$ cat src/rtl/dispatch_stage_pkg.sv
// Shared types and widths for the dispatch stage slice.
// Holds the configuration localparams, the PRN type and the packed
// dispatch_entry_t record that one FIFO slot stores.
package dispatch_stage_pkg;

  localparam int INST_ID_BITS = 6;
  localparam int PRN_BITS     = 6;
  localparam int MAX_OPERANDS = 3;
  localparam int FU_COUNT     = 4;
  localparam int DEPTH        = 4;

  localparam int FU_SEL_BITS  = $clog2(FU_COUNT);
  localparam int PTR_BITS     = $clog2(DEPTH);
  localparam int PRN_COUNT    = 2 ** PRN_BITS;
  localparam int CLR_PORTS    = FU_COUNT * MAX_OPERANDS;

  typedef logic [PRN_BITS-1:0] prn_t;

  typedef struct packed {
    logic [INST_ID_BITS-1:0]  inst_id;
    logic [31:0]              raw_instr;
    logic [63:0]              pc;
    logic [FU_SEL_BITS-1:0]   fu_sel;
    logic [MAX_OPERANDS-1:0]  src_valid;
    prn_t [MAX_OPERANDS-1:0]  src_prn;
    logic [MAX_OPERANDS-1:0]  dst_valid;
    prn_t [MAX_OPERANDS-1:0]  dst_prn;
  } dispatch_entry_t;

endpackage

$ cat src/rtl/dispatch_stage_if.sv
// Bundle of every non-clock/reset signal around the dispatch stage.
//   in_*            : renamer -> dispatch handshake and instruction fields
//   set_prn_ready/
//   set_prn         : FU completion broadcasts (busy-bit clears)
//   iq_inst_valid/
//   iq_queue_ready  : one-hot offer to the issue queues and their backpressure
//   iq_*            : head-of-FIFO fields shared by all issue queues
// Modport slave is the dispatch stage's view, master is the surrounding
// pipeline's view.
interface dispatch_stage_if;
  import dispatch_stage_pkg::*;

  logic                                    in_valid;
  logic                                    in_ready;
  logic [INST_ID_BITS-1:0]                 in_inst_id;
  logic [31:0]                             in_raw_instr;
  logic [63:0]                             in_pc;
  logic [FU_SEL_BITS-1:0]                  in_fu_sel;
  logic [MAX_OPERANDS-1:0]                 in_src_valid;
  prn_t [MAX_OPERANDS-1:0]                 in_src_prn;
  logic [MAX_OPERANDS-1:0]                 in_dst_valid;
  prn_t [MAX_OPERANDS-1:0]                 in_dst_prn;

  logic [FU_COUNT-1:0][MAX_OPERANDS-1:0]   set_prn_ready;
  prn_t [FU_COUNT-1:0][MAX_OPERANDS-1:0]   set_prn;

  logic [FU_COUNT-1:0]                     iq_inst_valid;
  logic [FU_COUNT-1:0]                     iq_queue_ready;
  logic [INST_ID_BITS-1:0]                 iq_inst_id;
  logic [31:0]                             iq_raw_instr;
  logic [63:0]                             iq_pc;
  logic [MAX_OPERANDS-1:0]                 iq_prn_input_valid;
  logic [MAX_OPERANDS-1:0]                 iq_prn_input_ready;
  prn_t [MAX_OPERANDS-1:0]                 iq_prn_input;
  logic [MAX_OPERANDS-1:0]                 iq_prn_output_valid;
  prn_t [MAX_OPERANDS-1:0]                 iq_prn_output;

  modport master (
    output in_valid, in_inst_id, in_raw_instr, in_pc, in_fu_sel,
           in_src_valid, in_src_prn, in_dst_valid, in_dst_prn,
           set_prn_ready, set_prn, iq_queue_ready,
    input  in_ready, iq_inst_valid, iq_inst_id, iq_raw_instr, iq_pc,
           iq_prn_input_valid, iq_prn_input_ready, iq_prn_input,
           iq_prn_output_valid, iq_prn_output
  );

  modport slave (
    input  in_valid, in_inst_id, in_raw_instr, in_pc, in_fu_sel,
           in_src_valid, in_src_prn, in_dst_valid, in_dst_prn,
           set_prn_ready, set_prn, iq_queue_ready,
    output in_ready, iq_inst_valid, iq_inst_id, iq_raw_instr, iq_pc,
           iq_prn_input_valid, iq_prn_input_ready, iq_prn_input,
           iq_prn_output_valid, iq_prn_output
  );

endinterface

$ cat src/rtl/dispatch_stage_prn_busy_table.sv
// prn_busy_table: one busy bit per physical register.
// Ports:
//   clk, rst        : clock, asynchronous active-high reset (all bits clear)
//   set_valid/prn   : mark a PRN busy (destinations of the enqueued instr)
//   clr_valid/prn   : mark a PRN free (flattened FU completion broadcasts)
//   lookup_prn      : PRNs to query
//   lookup_ready    : PRN is free now, or is being freed this very cycle
// Optional feature macro DISPATCH_ZERO_PRN_EN: PRN 0 is a hardwired zero
// register that is never busy and always looks ready.
module prn_busy_table
  import dispatch_stage_pkg::*;
(
  input  logic                     clk,
  input  logic                     rst,
  input  logic [MAX_OPERANDS-1:0]  set_valid,
  input  prn_t [MAX_OPERANDS-1:0]  set_prn,
  input  logic [CLR_PORTS-1:0]     clr_valid,
  input  prn_t [CLR_PORTS-1:0]     clr_prn,
  input  prn_t [MAX_OPERANDS-1:0]  lookup_prn,
  output logic [MAX_OPERANDS-1:0]  lookup_ready
);

  logic [PRN_COUNT-1:0]    busy;
  logic [PRN_COUNT-1:0]    busy_next;
  logic [MAX_OPERANDS-1:0] bypass_hit;

  // Clears are applied before sets so that a PRN both reallocated and
  // completed in the same cycle ends up busy (the new producer owns it).
  always_comb begin
    busy_next = busy;
    for (int c = 0; c < CLR_PORTS; c++) begin
      if (clr_valid[c]) busy_next[clr_prn[c]] = 1'b0;
    end
    for (int s = 0; s < MAX_OPERANDS; s++) begin
      if (set_valid[s]) busy_next[set_prn[s]] = 1'b1;
    end
`ifdef DISPATCH_ZERO_PRN_EN
    busy_next[0] = 1'b0;
`endif
  end

  always_ff @(posedge clk or posedge rst) begin
    if (rst) busy <= '0;
    else     busy <= busy_next;
  end

  // A completion broadcast in the lookup cycle counts as ready, otherwise
  // the wakeup would be lost for an instruction entering its IQ right now.
  always_comb begin
    bypass_hit   = '0;
    lookup_ready = '0;
    for (int j = 0; j < MAX_OPERANDS; j++) begin
      for (int c = 0; c < CLR_PORTS; c++) begin
        if (clr_valid[c] && (clr_prn[c] == lookup_prn[j])) bypass_hit[j] = 1'b1;
      end
      lookup_ready[j] = !busy[lookup_prn[j]] || bypass_hit[j];
`ifdef DISPATCH_ZERO_PRN_EN
      if (lookup_prn[j] == '0) lookup_ready[j] = 1'b1;
`endif
    end
  end

endmodule

$ cat src/rtl/dispatch_stage.sv
// dispatch_stage: in-order FIFO between the renamer and the per-FU issue
// queues. The head is offered to the IQ named by its fu_sel; source-operand
// ready bits come from the PRN busy table at the moment of insertion.
// Ports:
//   clk  : clock
//   rst  : asynchronous active-high reset
//   bus  : dispatch_stage_if.slave (renamer handshake, completion
//          broadcasts, IQ offer/backpressure and head fields)
// Optional feature macro DISPATCH_ZERO_PRN_EN (see prn_busy_table).
module dispatch_stage
  import dispatch_stage_pkg::*;
(
  input  logic            clk,
  input  logic            rst,
  dispatch_stage_if.slave bus
);

  dispatch_entry_t         fifo_mem [DEPTH];
  logic [PTR_BITS:0]       wr_ptr;
  logic [PTR_BITS:0]       rd_ptr;
  logic                    empty;
  logic                    full;
  logic                    enq;
  logic                    deq;
  dispatch_entry_t         in_entry;
  dispatch_entry_t         head;
  logic [FU_COUNT-1:0]     offer;
  logic [MAX_OPERANDS-1:0] set_valid;
  logic [CLR_PORTS-1:0]    clr_valid;
  prn_t [CLR_PORTS-1:0]    clr_prn;
  logic [MAX_OPERANDS-1:0] lookup_ready;

  // Extra wrap bit tells full from empty when the indices coincide.
  assign empty = (wr_ptr == rd_ptr);
  assign full  = (wr_ptr[PTR_BITS-1:0] == rd_ptr[PTR_BITS-1:0]) &&
                 (wr_ptr[PTR_BITS] != rd_ptr[PTR_BITS]);

  assign enq = bus.in_valid && !full;
  assign deq = !empty && bus.iq_queue_ready[head.fu_sel];

  always_comb begin
    in_entry           = '0;
    in_entry.inst_id   = bus.in_inst_id;
    in_entry.raw_instr = bus.in_raw_instr;
    in_entry.pc        = bus.in_pc;
    in_entry.fu_sel    = bus.in_fu_sel;
    in_entry.src_valid = bus.in_src_valid;
    in_entry.src_prn   = bus.in_src_prn;
    in_entry.dst_valid = bus.in_dst_valid;
    in_entry.dst_prn   = bus.in_dst_prn;
  end

  // Head reads as all-zero while empty so stale slots never leak onto the
  // IQ bus (also gives zeroed outputs straight out of reset).
  always_comb begin
    head = '0;
    if (!empty) head = fifo_mem[rd_ptr[PTR_BITS-1:0]];
  end

  always_ff @(posedge clk or posedge rst) begin
    if (rst) begin
      wr_ptr <= '0;
      rd_ptr <= '0;
    end else begin
      if (enq) wr_ptr <= wr_ptr + (PTR_BITS+1)'(1);
      if (deq) rd_ptr <= rd_ptr + (PTR_BITS+1)'(1);
    end
  end

  // Storage needs no reset: its contents are only visible through head.
  always_ff @(posedge clk) begin
    if (enq) fifo_mem[wr_ptr[PTR_BITS-1:0]] <= in_entry;
  end

  always_comb begin
    offer = '0;
    if (!empty) offer[head.fu_sel] = 1'b1;
  end

  assign set_valid = enq ? bus.in_dst_valid : '0;
  assign clr_valid = bus.set_prn_ready;
  assign clr_prn   = bus.set_prn;

  prn_busy_table u_busy (
    .clk          (clk),
    .rst          (rst),
    .set_valid    (set_valid),
    .set_prn      (bus.in_dst_prn),
    .clr_valid    (clr_valid),
    .clr_prn      (clr_prn),
    .lookup_prn   (head.src_prn),
    .lookup_ready (lookup_ready)
  );

  assign bus.in_ready            = !full;
  assign bus.iq_inst_valid       = offer;
  assign bus.iq_inst_id          = head.inst_id;
  assign bus.iq_raw_instr        = head.raw_instr;
  assign bus.iq_pc               = head.pc;
  assign bus.iq_prn_input_valid  = head.src_valid;
  assign bus.iq_prn_input_ready  = head.src_valid & lookup_ready;
  assign bus.iq_prn_input        = head.src_prn;
  assign bus.iq_prn_output_valid = head.dst_valid;
  assign bus.iq_prn_output       = head.dst_prn;

  fu_sel_legal: assert property (@(posedge clk) disable iff (rst)
                                 enq |-> (int'(bus.in_fu_sel) < FU_COUNT));

endmodule
$ cat src/flat_wrapper.sv
// flat-port wrapper written by rule: the top's interface ports become plain ports
module dispatch_stage_flat import dispatch_stage_pkg::*;
  (clk, rst, bus_in_valid, bus_in_inst_id, bus_in_raw_instr, bus_in_pc, bus_in_fu_sel, bus_in_src_valid, bus_in_src_prn, bus_in_dst_valid, bus_in_dst_prn, bus_set_prn_ready, bus_set_prn, bus_iq_queue_ready, bus_in_ready, bus_iq_inst_valid, bus_iq_inst_id, bus_iq_raw_instr, bus_iq_pc, bus_iq_prn_input_valid, bus_iq_prn_input_ready, bus_iq_prn_input, bus_iq_prn_output_valid, bus_iq_prn_output);
  dispatch_stage_if bus_i ();
  input  logic clk;
  input  logic rst;
  input wire logic [$bits(bus_i.in_valid)-1:0] bus_in_valid;
  input wire logic [$bits(bus_i.in_inst_id)-1:0] bus_in_inst_id;
  input wire logic [$bits(bus_i.in_raw_instr)-1:0] bus_in_raw_instr;
  input wire logic [$bits(bus_i.in_pc)-1:0] bus_in_pc;
  input wire logic [$bits(bus_i.in_fu_sel)-1:0] bus_in_fu_sel;
  input wire logic [$bits(bus_i.in_src_valid)-1:0] bus_in_src_valid;
  input wire logic [$bits(bus_i.in_src_prn)-1:0] bus_in_src_prn;
  input wire logic [$bits(bus_i.in_dst_valid)-1:0] bus_in_dst_valid;
  input wire logic [$bits(bus_i.in_dst_prn)-1:0] bus_in_dst_prn;
  input wire logic [$bits(bus_i.set_prn_ready)-1:0] bus_set_prn_ready;
  input wire logic [$bits(bus_i.set_prn)-1:0] bus_set_prn;
  input wire logic [$bits(bus_i.iq_queue_ready)-1:0] bus_iq_queue_ready;
  output wire logic [$bits(bus_i.in_ready)-1:0] bus_in_ready;
  output wire logic [$bits(bus_i.iq_inst_valid)-1:0] bus_iq_inst_valid;
  output wire logic [$bits(bus_i.iq_inst_id)-1:0] bus_iq_inst_id;
  output wire logic [$bits(bus_i.iq_raw_instr)-1:0] bus_iq_raw_instr;
  output wire logic [$bits(bus_i.iq_pc)-1:0] bus_iq_pc;
  output wire logic [$bits(bus_i.iq_prn_input_valid)-1:0] bus_iq_prn_input_valid;
  output wire logic [$bits(bus_i.iq_prn_input_ready)-1:0] bus_iq_prn_input_ready;
  output wire logic [$bits(bus_i.iq_prn_input)-1:0] bus_iq_prn_input;
  output wire logic [$bits(bus_i.iq_prn_output_valid)-1:0] bus_iq_prn_output_valid;
  output wire logic [$bits(bus_i.iq_prn_output)-1:0] bus_iq_prn_output;
  assign bus_i.in_valid = bus_in_valid;
  assign bus_i.in_inst_id = bus_in_inst_id;
  assign bus_i.in_raw_instr = bus_in_raw_instr;
  assign bus_i.in_pc = bus_in_pc;
  assign bus_i.in_fu_sel = bus_in_fu_sel;
  assign bus_i.in_src_valid = bus_in_src_valid;
  assign bus_i.in_src_prn = bus_in_src_prn;
  assign bus_i.in_dst_valid = bus_in_dst_valid;
  assign bus_i.in_dst_prn = bus_in_dst_prn;
  assign bus_i.set_prn_ready = bus_set_prn_ready;
  assign bus_i.set_prn = bus_set_prn;
  assign bus_i.iq_queue_ready = bus_iq_queue_ready;
  assign bus_in_ready = bus_i.in_ready;
  assign bus_iq_inst_valid = bus_i.iq_inst_valid;
  assign bus_iq_inst_id = bus_i.iq_inst_id;
  assign bus_iq_raw_instr = bus_i.iq_raw_instr;
  assign bus_iq_pc = bus_i.iq_pc;
  assign bus_iq_prn_input_valid = bus_i.iq_prn_input_valid;
  assign bus_iq_prn_input_ready = bus_i.iq_prn_input_ready;
  assign bus_iq_prn_input = bus_i.iq_prn_input;
  assign bus_iq_prn_output_valid = bus_i.iq_prn_output_valid;
  assign bus_iq_prn_output = bus_i.iq_prn_output;
  dispatch_stage u_core (.clk(clk), .rst(rst), .bus(bus_i));
endmodule
$ cat config.mk
export PLATFORM = sky130hd
export DESIGN_NAME = dispatch_stage_flat
export DESIGN_NICKNAME = d
export VERILOG_FILES = /design/src/rtl/dispatch_stage_pkg.sv /design/src/rtl/dispatch_stage_if.sv /design/src/rtl/dispatch_stage_prn_busy_table.sv /design/src/rtl/dispatch_stage.sv /design/src/flat_wrapper.sv
export SDC_FILE = /design/constraint.sdc
export NUM_CORES = 2
export LEC_CHECK = 0
export CORE_MARGIN = 2
export CORE_UTILIZATION = 47
export CTS_BUF_LIST = sky130_fd_sc_hd__clkbuf_8
export CTS_CLUSTER_DIAMETER = 150
export DETAILED_ROUTE_END_ITERATION = 16
export GPL_TIMING_DRIVEN = 0
export PLACE_DENSITY = 0.68
export REMOVE_ABC_BUFFERS = 1
export SLEW_MARGIN = 20
export SYNTH_ARGS = -nofsm -noshare
export SYNTH_HDL_FRONTEND = slang
export SYNTH_HIERARCHICAL = 1
export SYNTH_SLANG_ARGS = --single-unit
export TNS_END_PERCENT = 5
$ cat constraint.sdc
create_clock -name clk -period 7.9 [get_ports clk]
set_input_delay 1.58 -clock clk [delete_from_list [all_inputs] [get_ports clk]]
set_output_delay 1.58 -clock clk [all_outputs]
set_load 0.01 [all_outputs]
==> impl_metrics.env <==
export IMPL_status="complete, no violations"
export IMPL_clockBufferDepth=3
export IMPL_place_hpwl_um=132000
export IMPL_worst_r2r_path_depth=9
export IMPL_fmax_mhz=128
export IMPL_yosys_area_top_type="edfxtp_1"
export IMPL_grt_max_degree=51
export IMPL_globalRouteOverflowTotal=0
export IMPL_grtUsageMet1_pct=54.5
export IMPL_yosysMostFrequentCell="edfxtp_1"
export IMPL_avgSynthCellArea_sq_um=12.4
export IMPL_insertion_delay_ps=760
export IMPL_required_ps=6320
export IMPL_end_kind="output port"
export IMPL_maxCapViolCount=0
export IMPL_grt_pass1_vias=31800
export IMPL_synth_edf_count=584
export IMPL_numCtsBuffers=100
export IMPL_hold_path_depth=1
export IMPL_use_met2_pct=67.7
export IMPL_drt_pass1_iterations=11
export IMPL_wirelength_um=187000
export IMPL_setup_viol_count_final=0
export IMPL_synthCells=2939
export IMPL_synth_area_top_cells="edfxtp_1, mux4_2, dfrtp_1"
export IMPL_criticalPathCategory="reg2out"
export IMPL_grt_first_pass_wirelength_um=254000
export IMPL_numPortBuffers=388
export IMPL_fin_crit_ps=7800
export IMPL_clock_sinks=654
export IMPL_synth_distinct_cells=78
export IMPL_core_rowCount=102
export IMPL_initial_core_util_pct=47.4
export IMPL_synth_common_cells="edfxtp_1, nor2b_1, mux4_2"
export IMPL_grt_busiest_layer="met2"
export IMPL_timing_hold_ws_ps=569
export IMPL_cp_max_fo=50
export IMPL_ant_nets=0
export IMPL_grtUsageTotal_pct=45.3
export IMPL_ios=389
export IMPL_die_y_um=283
export IMPL_cts_root_buf="clkbuf_8"
export IMPL_p_leak_nw=14.3
export IMPL_synth_area_sq_um=36600
export IMPL_hold_viol=0
export IMPL_slew_headroom_pct=14.9
export IMPL_synth_warnings=6
export IMPL_drive_gt1_share_pct=14.4
export IMPL_worst_slew_pin_slew_ps=1270
export IMPL_wl_per_cell_um=42.8
export IMPL_drtIter0Drc=5730
export IMPL_final_period_utilization_pct=98.7
export IMPL_coreArea_sq_um=77200
export IMPL_skew_ps=57.4
export IMPL_hp_class="reg2reg"
export IMPL_die_w_um=283
export IMPL_antenna_found_initial=25
export IMPL_path_clk_slew_ps=70
export IMPL_ys_flop_type="edfxtp_1"
export IMPL_gp_congestion=1.09
export IMPL_nNetsFinal=3494
export IMPL_ys_seq_elements=654
export IMPL_yosysSeqAreaShare_pct=52.7
export IMPL_cp_arrival_ps=6220
export IMPL_cts_tree="built"
export IMPL_async_reset_ff_share_pct=10.7
export IMPL_peakVddDrop_mv=0.273
export IMPL_slew_viol_final=0
export IMPL_use_met3_pct=19.6
export IMPL_p_total_mw=17.8
export IMPL_drc=0
export IMPL_min_from="u_core/wr_ptr[2]"
export IMPL_yosysTopAreaCellShare_pct=47.9
export IMPL_p_per_area_nw_per_um2=402
export IMPL_critPathLaunch="u_core/rd_ptr[1]"
export IMPL_viasPerCell=7.42
export IMPL_area_growth_syn_to_layout_pct=20.8
export IMPL_dr_total_vias=32500
export IMPL_reg2reg_from="u_core/rd_ptr[1]"
export IMPL_htree_levels=3
export IMPL_dieArea_sq_um=80100
export IMPL_crit_path_start_kind="register"
export IMPL_rsz0062_at_grt="no"
export IMPL_setup_tns_final_ps=0
[path summary, 6_finish.rpt]
kind	endpoint	slack, ps
worst max-delay path	bus_iq_prn_input_ready[0]	100
worst min-delay path	u_core/wr_ptr[2]	570
worst max register to register	u_core/u_busy/busy[5]	3510
worst min register to register	u_core/wr_ptr[2]	570
max in group asynchronous	u_core/u_busy/busy[0]	5940
min in group asynchronous	u_core/rd_ptr[1]	1190
[logic make-up (layout without fill, tap and decap cells)]
group	Yosys count	after routing	synth area share, %
compound gates	512	512	9.98
other cells	0	14	0
mux	213	213	12.6
simple gates	1075	1076	16.2
buf+inv	258	645	3.00
flops	654	654	52.7
xor+xnor	222	222	5.31
fa+ha+maj	5	5	0.171
[layout make-up]
class | count | area (sq um)
well taps | 1040 | 1300
clock buffers | 100 | 1380
multi-input cells | 2028 | 16600
fillers | 5894 | 33000
repair buffers | 447 | 4910
flip-flops and latches | 654 | 19300
inverters | 21 | 81.3
diodes | 14 | 35.0
clock inverters | 77 | 623
[metrics by stage]
step                worst slack (ps)  util [%]  std cells  instance area, sq um
floorplan                      -6080         -       2702                 35600
global placement              -15790      52.8       4130                 40800
detailed placement               501      54.4       4182                 42000
CTS                             29.4      57.0       4361                 44000
global route                    27.1      57.2       4372                 44200
finish                           102      57.2       4381                 44200
[power by group]
part	internal [mW]	total, mW	switching (mW)
sequential	4.62	5.02	0.393
combinational	4.41	9.84	5.42
clock	1.44	2.91	1.47
total	10.5	17.8	7.28
[timing repair]
| action | CTS | global route |
|---|---|---|
| setup endpoints to repair | 3 | 3 |
| pin swaps | 0 | 1 |
| hold buffers | 0 | 0 |
| setup buffers | 2 | 3 |
| resized for setup | 1 | 4 |
| gates cloned | 0 | 1 |
[layer usage]
metal  part of all wire [%]  vias to the layer above
li1                       -                    12300
met1                     35                    16100
met2                     43                     3190
met3                     15                      860
met4                    7.4                       22
met5                   0.11                        -
[cells in the final DEF (no fill, tap or decap), drive strengths merged, types with 71 or more instances in the layout]
cell type	instances
clkbuf	101
clkdlybuf4s50	381
edfxtp	584
mux4	197
nand2	192
nand3	118
nor2	148
nor2b	198
o21ai	71
o22ai	128
xnor2	111
xor2	111
[registers in the layout (all words and copies together) (netlist names)]
| name | flops |
|---|---|
| u_core/rd_ptr | 3 |
| u_core/wr_ptr | 3 |
| u_core/u_busy/busy | 64 |
| u_core/fifo_mem | 584 |
[critical path: stages, from the launching register on]
cell and delay, ps:
dfrtp_4 730, buf_16 370, xnor2_4 200, and3b_4 600, buf_16 320, buf_12 270, nor2b_4 190, buf_16 210
xnor2_1 140, nand4_1 130, nor4_1 90, nor4_1 490, nand3_1 470, a211o_1 440, and2_1 190, clkdlybuf4s50_1 520
No activity file was read; power rests on OpenSTA's default activity.
